**src/rtl/pipe_hazard_unit_if.sv**
```systemverilog
// Pipeline-side signal bundle for pipe_hazard_unit: hazard inputs from IF/ID/EX/DMEM
// and the stall/flush/status outputs back to the pipeline.
interface pipe_hazard_unit_if #(
  parameter int unsigned REGFILE_ADDR_WIDTH = 5
);
  logic [31:0]                   IF_Instruction;
  logic                          ID_Mem_rd_en;
  logic                          ID_Reg_wr_en;
  logic [REGFILE_ADDR_WIDTH-1:0] ID_Rd_addr;
  logic                          EX_Reg_wr_en;
  logic [REGFILE_ADDR_WIDTH-1:0] EX_Rd_addr;
  logic                          EX_PC_Branch;
  logic                          ID_Jump;
  logic                          DMEM_req;
  logic                          DMEM_ready;
  logic                          Stall;
  logic                          IF_ID_Flush;
  logic                          EX_Flush;
  logic                          Mem_timeout;
  logic [1:0]                    Hazard_state;

  modport master (
    output IF_Instruction, ID_Mem_rd_en, ID_Reg_wr_en, ID_Rd_addr,
           EX_Reg_wr_en, EX_Rd_addr, EX_PC_Branch, ID_Jump, DMEM_req, DMEM_ready,
    input  Stall, IF_ID_Flush, EX_Flush, Mem_timeout, Hazard_state
  );

  modport slave (
    input  IF_Instruction, ID_Mem_rd_en, ID_Reg_wr_en, ID_Rd_addr,
           EX_Reg_wr_en, EX_Rd_addr, EX_PC_Branch, ID_Jump, DMEM_req, DMEM_ready,
    output Stall, IF_ID_Flush, EX_Flush, Mem_timeout, Hazard_state
  );
endinterface

```
**src/rtl/pipe_hazard_unit.sv**
```systemverilog
// Pipeline hazard unit: load-use stall, DMEM wait stall with sticky timeout, branch/jump flush.
// Optional HAZARD_RAW_STALL_EN adds a one-cycle stall for every RAW hazard (no-forwarding builds).
module pipe_hazard_unit #(
  parameter int unsigned REGFILE_ADDR_WIDTH = 5,
  parameter int unsigned LOAD_LATENCY       = 1,
  parameter int unsigned FLUSH_CYCLES       = 2,
  parameter int unsigned MEM_TIMEOUT        = 255
) (
  input  logic              Clk,
  input  logic              Reset,
  pipe_hazard_unit_if.slave hz
);

  localparam int unsigned AW = REGFILE_ADDR_WIDTH;
  localparam logic [2:0]  LAT_M1     = 3'(LOAD_LATENCY - 1);
  localparam logic [2:0]  FLUSH_LOAD = 3'((1 << (FLUSH_CYCLES - 1)) - 1);
  localparam logic [16:0] TMO_LIMIT  = 17'(MEM_TIMEOUT);

  localparam logic [6:0] OPC_OP     = 7'b0110011;
  localparam logic [6:0] OPC_BRANCH = 7'b1100011;
  localparam logic [6:0] OPC_STORE  = 7'b0100011;
  localparam logic [6:0] OPC_OP_IMM = 7'b0010011;
  localparam logic [6:0] OPC_LOAD   = 7'b0000011;
  localparam logic [6:0] OPC_JALR   = 7'b1100111;

  typedef enum logic [1:0] {
    IDLE       = 2'd0,
    LOAD_STALL = 2'd1,
    MEM_WAIT   = 2'd2
  } state_e;

  state_e        state_q, state_d, resume_q, resume_d, st, nxt;
  logic [2:0]    ld_cnt_q, ld_cnt_d;
  logic [15:0]   wait_cnt_q, wait_cnt_d;
  logic [2:0]    flush_sr_q, flush_sr_d;
  logic          timeout_q, timeout_d;

  logic          use_rs1, use_rs2;
  logic [AW-1:0] rs1, rs2;
  logic          load_use, raw_hit, dmem_stall, flush_trig, flush_active;
  logic          lu_stall;
  logic [16:0]   cur_wait;
  logic          tmo_hit;
  logic          unused_bits;

  function automatic logic src_match(input logic [AW-1:0] rd, input logic [AW-1:0] r1,
                                     input logic [AW-1:0] r2, input logic u1, input logic u2);
    return (rd != '0) && ((u1 && (r1 == rd)) || (u2 && (r2 == rd)));
  endfunction

  always_comb begin
    use_rs1 = 1'b0;
    use_rs2 = 1'b0;
    case (hz.IF_Instruction[6:0])
      OPC_OP, OPC_BRANCH, OPC_STORE: begin
        use_rs1 = 1'b1;
        use_rs2 = 1'b1;
      end
      OPC_OP_IMM, OPC_LOAD, OPC_JALR: use_rs1 = 1'b1;
      default: ;
    endcase
  end

  assign rs1      = AW'(hz.IF_Instruction[19:15]);
  assign rs2      = AW'(hz.IF_Instruction[24:20]);
  assign load_use = hz.ID_Mem_rd_en && src_match(hz.ID_Rd_addr, rs1, rs2, use_rs1, use_rs2);

`ifdef HAZARD_RAW_STALL_EN
  assign raw_hit = (hz.ID_Reg_wr_en && src_match(hz.ID_Rd_addr, rs1, rs2, use_rs1, use_rs2)) ||
                   (hz.EX_Reg_wr_en && src_match(hz.EX_Rd_addr, rs1, rs2, use_rs1, use_rs2));
  assign unused_bits = ^{hz.IF_Instruction[31:25], hz.IF_Instruction[14:7]};
`else
  assign raw_hit     = 1'b0;
  assign unused_bits = ^{hz.IF_Instruction[31:25], hz.IF_Instruction[14:7],
                         hz.ID_Reg_wr_en, hz.EX_Reg_wr_en, hz.EX_Rd_addr};
`endif

  // While Reset is high every registered contribution is masked so outputs follow inputs only.
  assign st           = Reset ? IDLE : state_q;
  assign dmem_stall   = hz.DMEM_req && !hz.DMEM_ready;
  assign flush_trig   = hz.EX_PC_Branch || hz.ID_Jump;
  assign flush_active = flush_trig || (!Reset && (flush_sr_q != '0));

  always_comb begin
    nxt      = st;
    ld_cnt_d = ld_cnt_q;
    resume_d = resume_q;
    lu_stall = 1'b0;
    case (st)
      IDLE: begin
        if (load_use && !flush_active) begin
          lu_stall = 1'b1;
          if (LOAD_LATENCY > 1) begin
            nxt      = LOAD_STALL;
            ld_cnt_d = LAT_M1;
          end
        end
      end
      LOAD_STALL: begin
        if (flush_active) begin
          nxt      = IDLE;
          ld_cnt_d = '0;
        end else begin
          lu_stall = 1'b1;
          if (!dmem_stall) begin
            ld_cnt_d = ld_cnt_q - 3'd1;
            if (ld_cnt_q == 3'd1) nxt = IDLE;
          end
        end
      end
      MEM_WAIT: begin
        if (flush_active) begin
          nxt      = IDLE;
          ld_cnt_d = '0;
        end else begin
          nxt = resume_q;
        end
      end
      default: nxt = IDLE;
    endcase
    // A DMEM wait parks the load-use continuation in resume_d with its counter frozen.
    if (dmem_stall) begin
      resume_d = nxt;
      state_d  = MEM_WAIT;
    end else begin
      state_d  = nxt;
    end
  end

  assign cur_wait   = {1'b0, wait_cnt_q} + 17'd1;
  assign tmo_hit    = dmem_stall && (cur_wait >= TMO_LIMIT);
  assign wait_cnt_d = !dmem_stall ? '0 : (tmo_hit ? TMO_LIMIT[15:0] : cur_wait[15:0]);
  assign timeout_d  = timeout_q || tmo_hit;

  always_comb begin
    if (flush_trig)      flush_sr_d = FLUSH_LOAD;
    else if (dmem_stall) flush_sr_d = flush_sr_q;
    else                 flush_sr_d = flush_sr_q >> 1;
  end

  always_ff @(posedge Clk) begin
    if (Reset) begin
      state_q    <= IDLE;
      resume_q   <= IDLE;
      ld_cnt_q   <= '0;
      wait_cnt_q <= '0;
      flush_sr_q <= '0;
      timeout_q  <= 1'b0;
    end else begin
      state_q    <= state_d;
      resume_q   <= resume_d;
      ld_cnt_q   <= ld_cnt_d;
      wait_cnt_q <= wait_cnt_d;
      flush_sr_q <= flush_sr_d;
      timeout_q  <= timeout_d;
    end
  end

  assign hz.Stall        = dmem_stall || lu_stall || (raw_hit && !flush_active);
  assign hz.IF_ID_Flush  = flush_active;
  assign hz.EX_Flush     = hz.EX_PC_Branch;
  assign hz.Mem_timeout  = !Reset && (timeout_q || tmo_hit);
  assign hz.Hazard_state = st;

endmodule
```
**src/flat_wrapper.sv**
```systemverilog
// flat-port wrapper written by rule: the top's interface ports become plain ports
module pipe_hazard_unit_flat 
#(
  parameter int unsigned REGFILE_ADDR_WIDTH = 5,
  parameter int unsigned LOAD_LATENCY       = 1,
  parameter int unsigned FLUSH_CYCLES       = 2,
  parameter int unsigned MEM_TIMEOUT        = 255
)
  (Clk, Reset, hz_IF_Instruction, hz_ID_Mem_rd_en, hz_ID_Reg_wr_en, hz_ID_Rd_addr, hz_EX_Reg_wr_en, hz_EX_Rd_addr, hz_EX_PC_Branch, hz_ID_Jump, hz_DMEM_req, hz_DMEM_ready, hz_Stall, hz_IF_ID_Flush, hz_EX_Flush, hz_Mem_timeout, hz_Hazard_state);
  pipe_hazard_unit_if #(.REGFILE_ADDR_WIDTH(REGFILE_ADDR_WIDTH)) hz_i ();
  input  logic Clk;
  input  logic Reset;
  input wire logic [$bits(hz_i.IF_Instruction)-1:0] hz_IF_Instruction;
  input wire logic [$bits(hz_i.ID_Mem_rd_en)-1:0] hz_ID_Mem_rd_en;
  input wire logic [$bits(hz_i.ID_Reg_wr_en)-1:0] hz_ID_Reg_wr_en;
  input wire logic [$bits(hz_i.ID_Rd_addr)-1:0] hz_ID_Rd_addr;
  input wire logic [$bits(hz_i.EX_Reg_wr_en)-1:0] hz_EX_Reg_wr_en;
  input wire logic [$bits(hz_i.EX_Rd_addr)-1:0] hz_EX_Rd_addr;
  input wire logic [$bits(hz_i.EX_PC_Branch)-1:0] hz_EX_PC_Branch;
  input wire logic [$bits(hz_i.ID_Jump)-1:0] hz_ID_Jump;
  input wire logic [$bits(hz_i.DMEM_req)-1:0] hz_DMEM_req;
  input wire logic [$bits(hz_i.DMEM_ready)-1:0] hz_DMEM_ready;
  output wire logic [$bits(hz_i.Stall)-1:0] hz_Stall;
  output wire logic [$bits(hz_i.IF_ID_Flush)-1:0] hz_IF_ID_Flush;
  output wire logic [$bits(hz_i.EX_Flush)-1:0] hz_EX_Flush;
  output wire logic [$bits(hz_i.Mem_timeout)-1:0] hz_Mem_timeout;
  output wire logic [$bits(hz_i.Hazard_state)-1:0] hz_Hazard_state;
  assign hz_i.IF_Instruction = hz_IF_Instruction;
  assign hz_i.ID_Mem_rd_en = hz_ID_Mem_rd_en;
  assign hz_i.ID_Reg_wr_en = hz_ID_Reg_wr_en;
  assign hz_i.ID_Rd_addr = hz_ID_Rd_addr;
  assign hz_i.EX_Reg_wr_en = hz_EX_Reg_wr_en;
  assign hz_i.EX_Rd_addr = hz_EX_Rd_addr;
  assign hz_i.EX_PC_Branch = hz_EX_PC_Branch;
  assign hz_i.ID_Jump = hz_ID_Jump;
  assign hz_i.DMEM_req = hz_DMEM_req;
  assign hz_i.DMEM_ready = hz_DMEM_ready;
  assign hz_Stall = hz_i.Stall;
  assign hz_IF_ID_Flush = hz_i.IF_ID_Flush;
  assign hz_EX_Flush = hz_i.EX_Flush;
  assign hz_Mem_timeout = hz_i.Mem_timeout;
  assign hz_Hazard_state = hz_i.Hazard_state;
  pipe_hazard_unit #(.REGFILE_ADDR_WIDTH(REGFILE_ADDR_WIDTH), .LOAD_LATENCY(LOAD_LATENCY), .FLUSH_CYCLES(FLUSH_CYCLES), .MEM_TIMEOUT(MEM_TIMEOUT)) u_core (.Clk(Clk), .Reset(Reset), .hz(hz_i));
endmodule
```
**config.mk**
```make
export PLATFORM = sky130hd
export DESIGN_NAME = pipe_hazard_unit_flat
export DESIGN_NICKNAME = d
export VERILOG_FILES = /design/src/rtl/pipe_hazard_unit_if.sv /design/src/rtl/pipe_hazard_unit.sv /design/src/flat_wrapper.sv
export SDC_FILE = /design/constraint.sdc
export NUM_CORES = 1
export LEC_CHECK = 0
export BUFFER_PORTS_ARGS = -buffer_cell sky130_fd_sc_hd__buf_2
export CORE_MARGIN = 4
export CORE_UTILIZATION = 48
export DETAILED_ROUTE_END_ITERATION = 12
export PLACE_DENSITY = 0.9
export SLEW_MARGIN = 40
export SYNTH_ARGS = -nofsm -noshare
export SYNTH_HDL_FRONTEND = slang
export SYNTH_SLANG_ARGS = --single-unit
```
**constraint.sdc**
```tcl
create_clock -name Clk -period 2.2 [get_ports Clk]
set_input_delay 0.11 -clock Clk [delete_from_list [all_inputs] [get_ports Clk]]
set_output_delay 0.11 -clock Clk [all_outputs]
set_load 0.005 [all_outputs]
```
==> summary.md <==
| Metric | Value |
|---|---|
| Post-Synth XOR/XNOR Area | `between 10% and 20%` |
| Via count | `~1400` |
| Critical path capture point type | `output pin` |
| Post-synth ARST share | `0%` |
| Wire per inst | `approximately 15 um` |
| Max clock buf depth | `2` |
| Simple-gate share of the synthesized area | `24.42%` |
| Residual overflow from global routing | `0` |
| Number of global-route vias before repair | `1309` |
| Power Density | `454.9 nW/um2` |
| Largest net degree at the start of global routing | `15` |
| TritonRoute pass-1 iters | `5` |
| Pint | `0.6037 mW` |
| Hold WC Path Type | `input port to register` |
| Crit path largest cell delay | `0.39 ns` |
| Flops & latches, synth | `25` |
| GR Util All Layers | `20.20%` |
| Net switching power | `between 0.2 and 0.25 mW` |
| WP data required | `between 2 and 2.5 ns` |
| Failing checks | `negative setup slack` |
| Chip Width | `62.08 um` |
| Layout Skew | `0.01057 ns` |
| Largest family of logic cells by synthesized area | `simple AND/OR/NAND/NOR gates` |
| FILL cells | `230` |
| Sequential fraction of the synthesis area | `35.65%` |
| Slowest CP cell | `dfxtp_4` |
| Max Cap Viol | `0` |
| Crit path launch type | `register` |
| DIE HEIGHT | `a little over 60 um` |
| Final instance area | `1829 um2` |
| Nets | `270` |
| Final worst slack | `-0.01826 ns` |
| RePlAce Congestion | `about 0.84` |
| FMAX | `450.8 MHz` |
| Drt total wl | `3613 um` |
| Tcrit/Tclk final | `100.8%` |
| Non-filler cells in the finished layout | `241` |
| Minimum clock period | `roughly 2.2 ns` |
| Clock slew seen by the registers of the worst setup and hold paths | `0.14 ns` |
| Critical Setup Path Class | `register to output pin` |
| Setup violators final | `1` |
| Leak | `0.7451 nW` |
| Post-synthesis cell count | `157` |
| Post-Synthesis Mean Instance Area | `about 9 um2` |
| Comb power frac | `between 15 and 20%` |
| Clock share of power | `25.3%` |
| Root buffer cell | `clkbuf_4` |
| CTS Sinks | `25` |
| Core area | `2781 um2` |
| Status | `finished with violations` |
| Proportion of layout cells with a drive suffix above 1 | `between 30% and 40%` |
| DR DRC count | `0` |
| Number of diodes | `0` |
| Worst path cell trace | `buf_4 -> nand4_1 -> buf_4 -> nor2_2 -> a311oi_2 -> o211ai_2 -> nor4_4 -> o2bb2ai_1 -> buf_2` |
| TritonCTS Buffers | `3` |
| Main synth FF type | `dfxtp_1` |
| Syn Std Cell Area | `roughly 1400 um2` |
| First-pass GRT wire length | `5664 um` |
| Area grow syn2layout | `30.30%` |
| Vias/cell | `between 5 and 6` |
| I/O Buffers | `34` |
| Placed inst area | `1634 um2` |
| Placed Cells | `about 230` |
| Clock latency on the worst-skew pair | `0.33 ns` |
| H-tree Lvls | `1` |
| Top Ports | `57` |
| Synth Area in Compound Gates | `17.29%` |
| Initial Util | `50.47%` |
| DP Worst Slack | `0.1403 ns` |
| Distinct cell type count of the synthesized netlist | `45` |
| Fin. Hold Viols | `0` |
| Multiplexer share of the synthesized area | `less than 1%` |
| Placed wire-length estimate | `2353 um` |
| Arrival time worst endpoint | `2.11 ns` |
| CTS tree | `done` |
| Peak supply drop | `0.5635 mV` |
| Std cell rows | `19` |
| Post-synth EDFFs | `0` |
| Critical path fanouts, max | `4` |
| Routed Antenna Nets | `0` |
| Drt initial violations | `85` |
| Synth warn | `0` |
| Area of the die | `3854 um2` |
| # hold bufs at CTS | `0` |
| Slew Limit Fails | `0` |
| CP most frequent cell | `buf_4` |
| RSZ-0062 raised after global routing | `yes` |
| Net Sw Frac | `about 27%` |
| Initial antenna violation count | `0` |
| Sequential share of power | `59.1%` |
| Post-Synth Adder-Cell Area | `7.130%` |
[stage by stage]
| stage | total power, mW | TNS [ns] | utilization [%] | hold WS, ns |
|---|---|---|---|---|
| 5_1_grt | 0.8727 | -0.1279 | 65.77 | 0.07950 |
| 6_report | 0.8321 | -0.01826 | 65.77 | 0.03748 |
| 3_5_place_dp | 0.6156 | 0 | 58.75 | 0.3771 |
| 3_3_place_gp | 0.6112 | 0 | 58.75 | 0.3685 |
| 4_1_cts | 0.8344 | 0 | 63.38 | 0.01762 |
| 2_1_floorplan | 0.5662 | 0 | - | 0.2666 |
[cells in the final DEF (no fill, tap or decap), types with 3 or more instances in the layout]
| master | netlist | routed |
|---|---|---|
| a21oi_1 | 15 | 15 |
| dfxtp_2 | 0 | 6 |
| dfxtp_4 | 0 | 3 |
| nand3_1 | 6 | 5 |
| dfxtp_1 | 25 | 16 |
| xnor2_1 | 16 | 15 |
| nor2_1 | 12 | 11 |
| nand4_1 | 6 | 6 |
| ha_1 | 8 | 7 |
| buf_4 | 1 | 9 |
| and3_1 | 3 | 3 |
| clkbuf_4 | 0 | 3 |
| buf_2 | 1 | 34 |
| o21ai_1 | 2 | 3 |
| conb_1 | 1 | 8 |
| inv_1 | 8 | 8 |
| nand2_1 | 8 | 8 |
[flip-flops by register name (all words and copies together), names as in the netlist]
register and cells:
u_core.wait_cnt_q 16, u_core.ld_cnt_q 3, u_core.resume_q 2, u_core.state_q 2, u_core.flush_sr_q 1, u_core.timeout_q 1
[final timing paths]
kind | slack (ns) | startpoint | depth (start not counted) | endpoint
hold reg to reg | 0.47 | u_core.resume_q[0] | 2 | u_core.resume_q[0]
setup / recovery | -0.02 | u_core.wait_cnt_q[1] | 9 | hz_Mem_timeout
setup reg to reg | 0.16 | u_core.wait_cnt_q[1] | 10 | u_core.wait_cnt_q[3]
hold / removal | 0.04 | hz_ID_Jump | 3 | u_core.flush_sr_q[0]
[critical path, delay by kind of cell, from the launching register on]
kind | cells | cell delay, ns
compound gates | 3 | 0.49
flops | 1 | 0.39
simple gates | 3 | 0.47
buf+inv | 3 | 0.43
[final cells by class]
cell class / count / area, um2 / share of cell area [%]
multi-input cells: 128 / 960.9 / 52.53
clock buffers: 3 / 22.52 / 1.231
inverters: 9 / 33.78 / 1.847
clock inverters: 1 / 5.005 / 0.2736
flip-flops and latches: 25 / 519.2 / 28.39
repair buffers: 44 / 249.0 / 13.61
well taps: 31 / 38.79 / 2.120
[repair_timing]
item | CTS | global route
cloned | 0 | 0
resized for setup | 14 | 12
endpoints found under the setup margin | 1 | 2
pin swaps | 6 | 7
hold endpoints to repair | 0 | 0
setup buffers | 6 | 3
[logic make-up after synthesis]
group | after synthesis
compound gates | 36
xor+xnor | 18
fa+ha+maj | 8
buf+inv | 11
flops | 25
mux | 1
other cells | 1
simple gates | 57
[power by group through the flow]
stage                     Combinational, mW  Sequential [mW]  Clock [mW]
after floorplan                      0.0710            0.495           0
after global placement                0.113            0.498           0
after detailed placement              0.116            0.499           0
after CTS                             0.122            0.492       0.220
after global routing                  0.144            0.495       0.233
final                                 0.129            0.492       0.211
[metal layers]
layer / GRT usage [%] / up-vias / wire (um)
met4: 13.64 / 0 / 192
met5: 0 / - / 0
met1: 20.96 / 625 / 1336
met2: 35.06 / 41 / 1920
li1: - / 668 / -
met3: 5.579 / 17 / 163
[synthesized netlist by cell type, types with 3 or more instances]
library cell	instances	share of area, %
dfxtp_1	25	36
xnor2_1	16	10
a21oi_1	15	5.3
nor2_1	12	3.2
ha_1	8	7.1
inv_1	8	2.1
nand2_1	8	2.1
nand3_1	6	2.1
nand4_1	6	2.7
nor4_1	4	1.8
and3_1	3	1.3
o21ai_0	3	1.1
(Power assumes the default switching activity.)
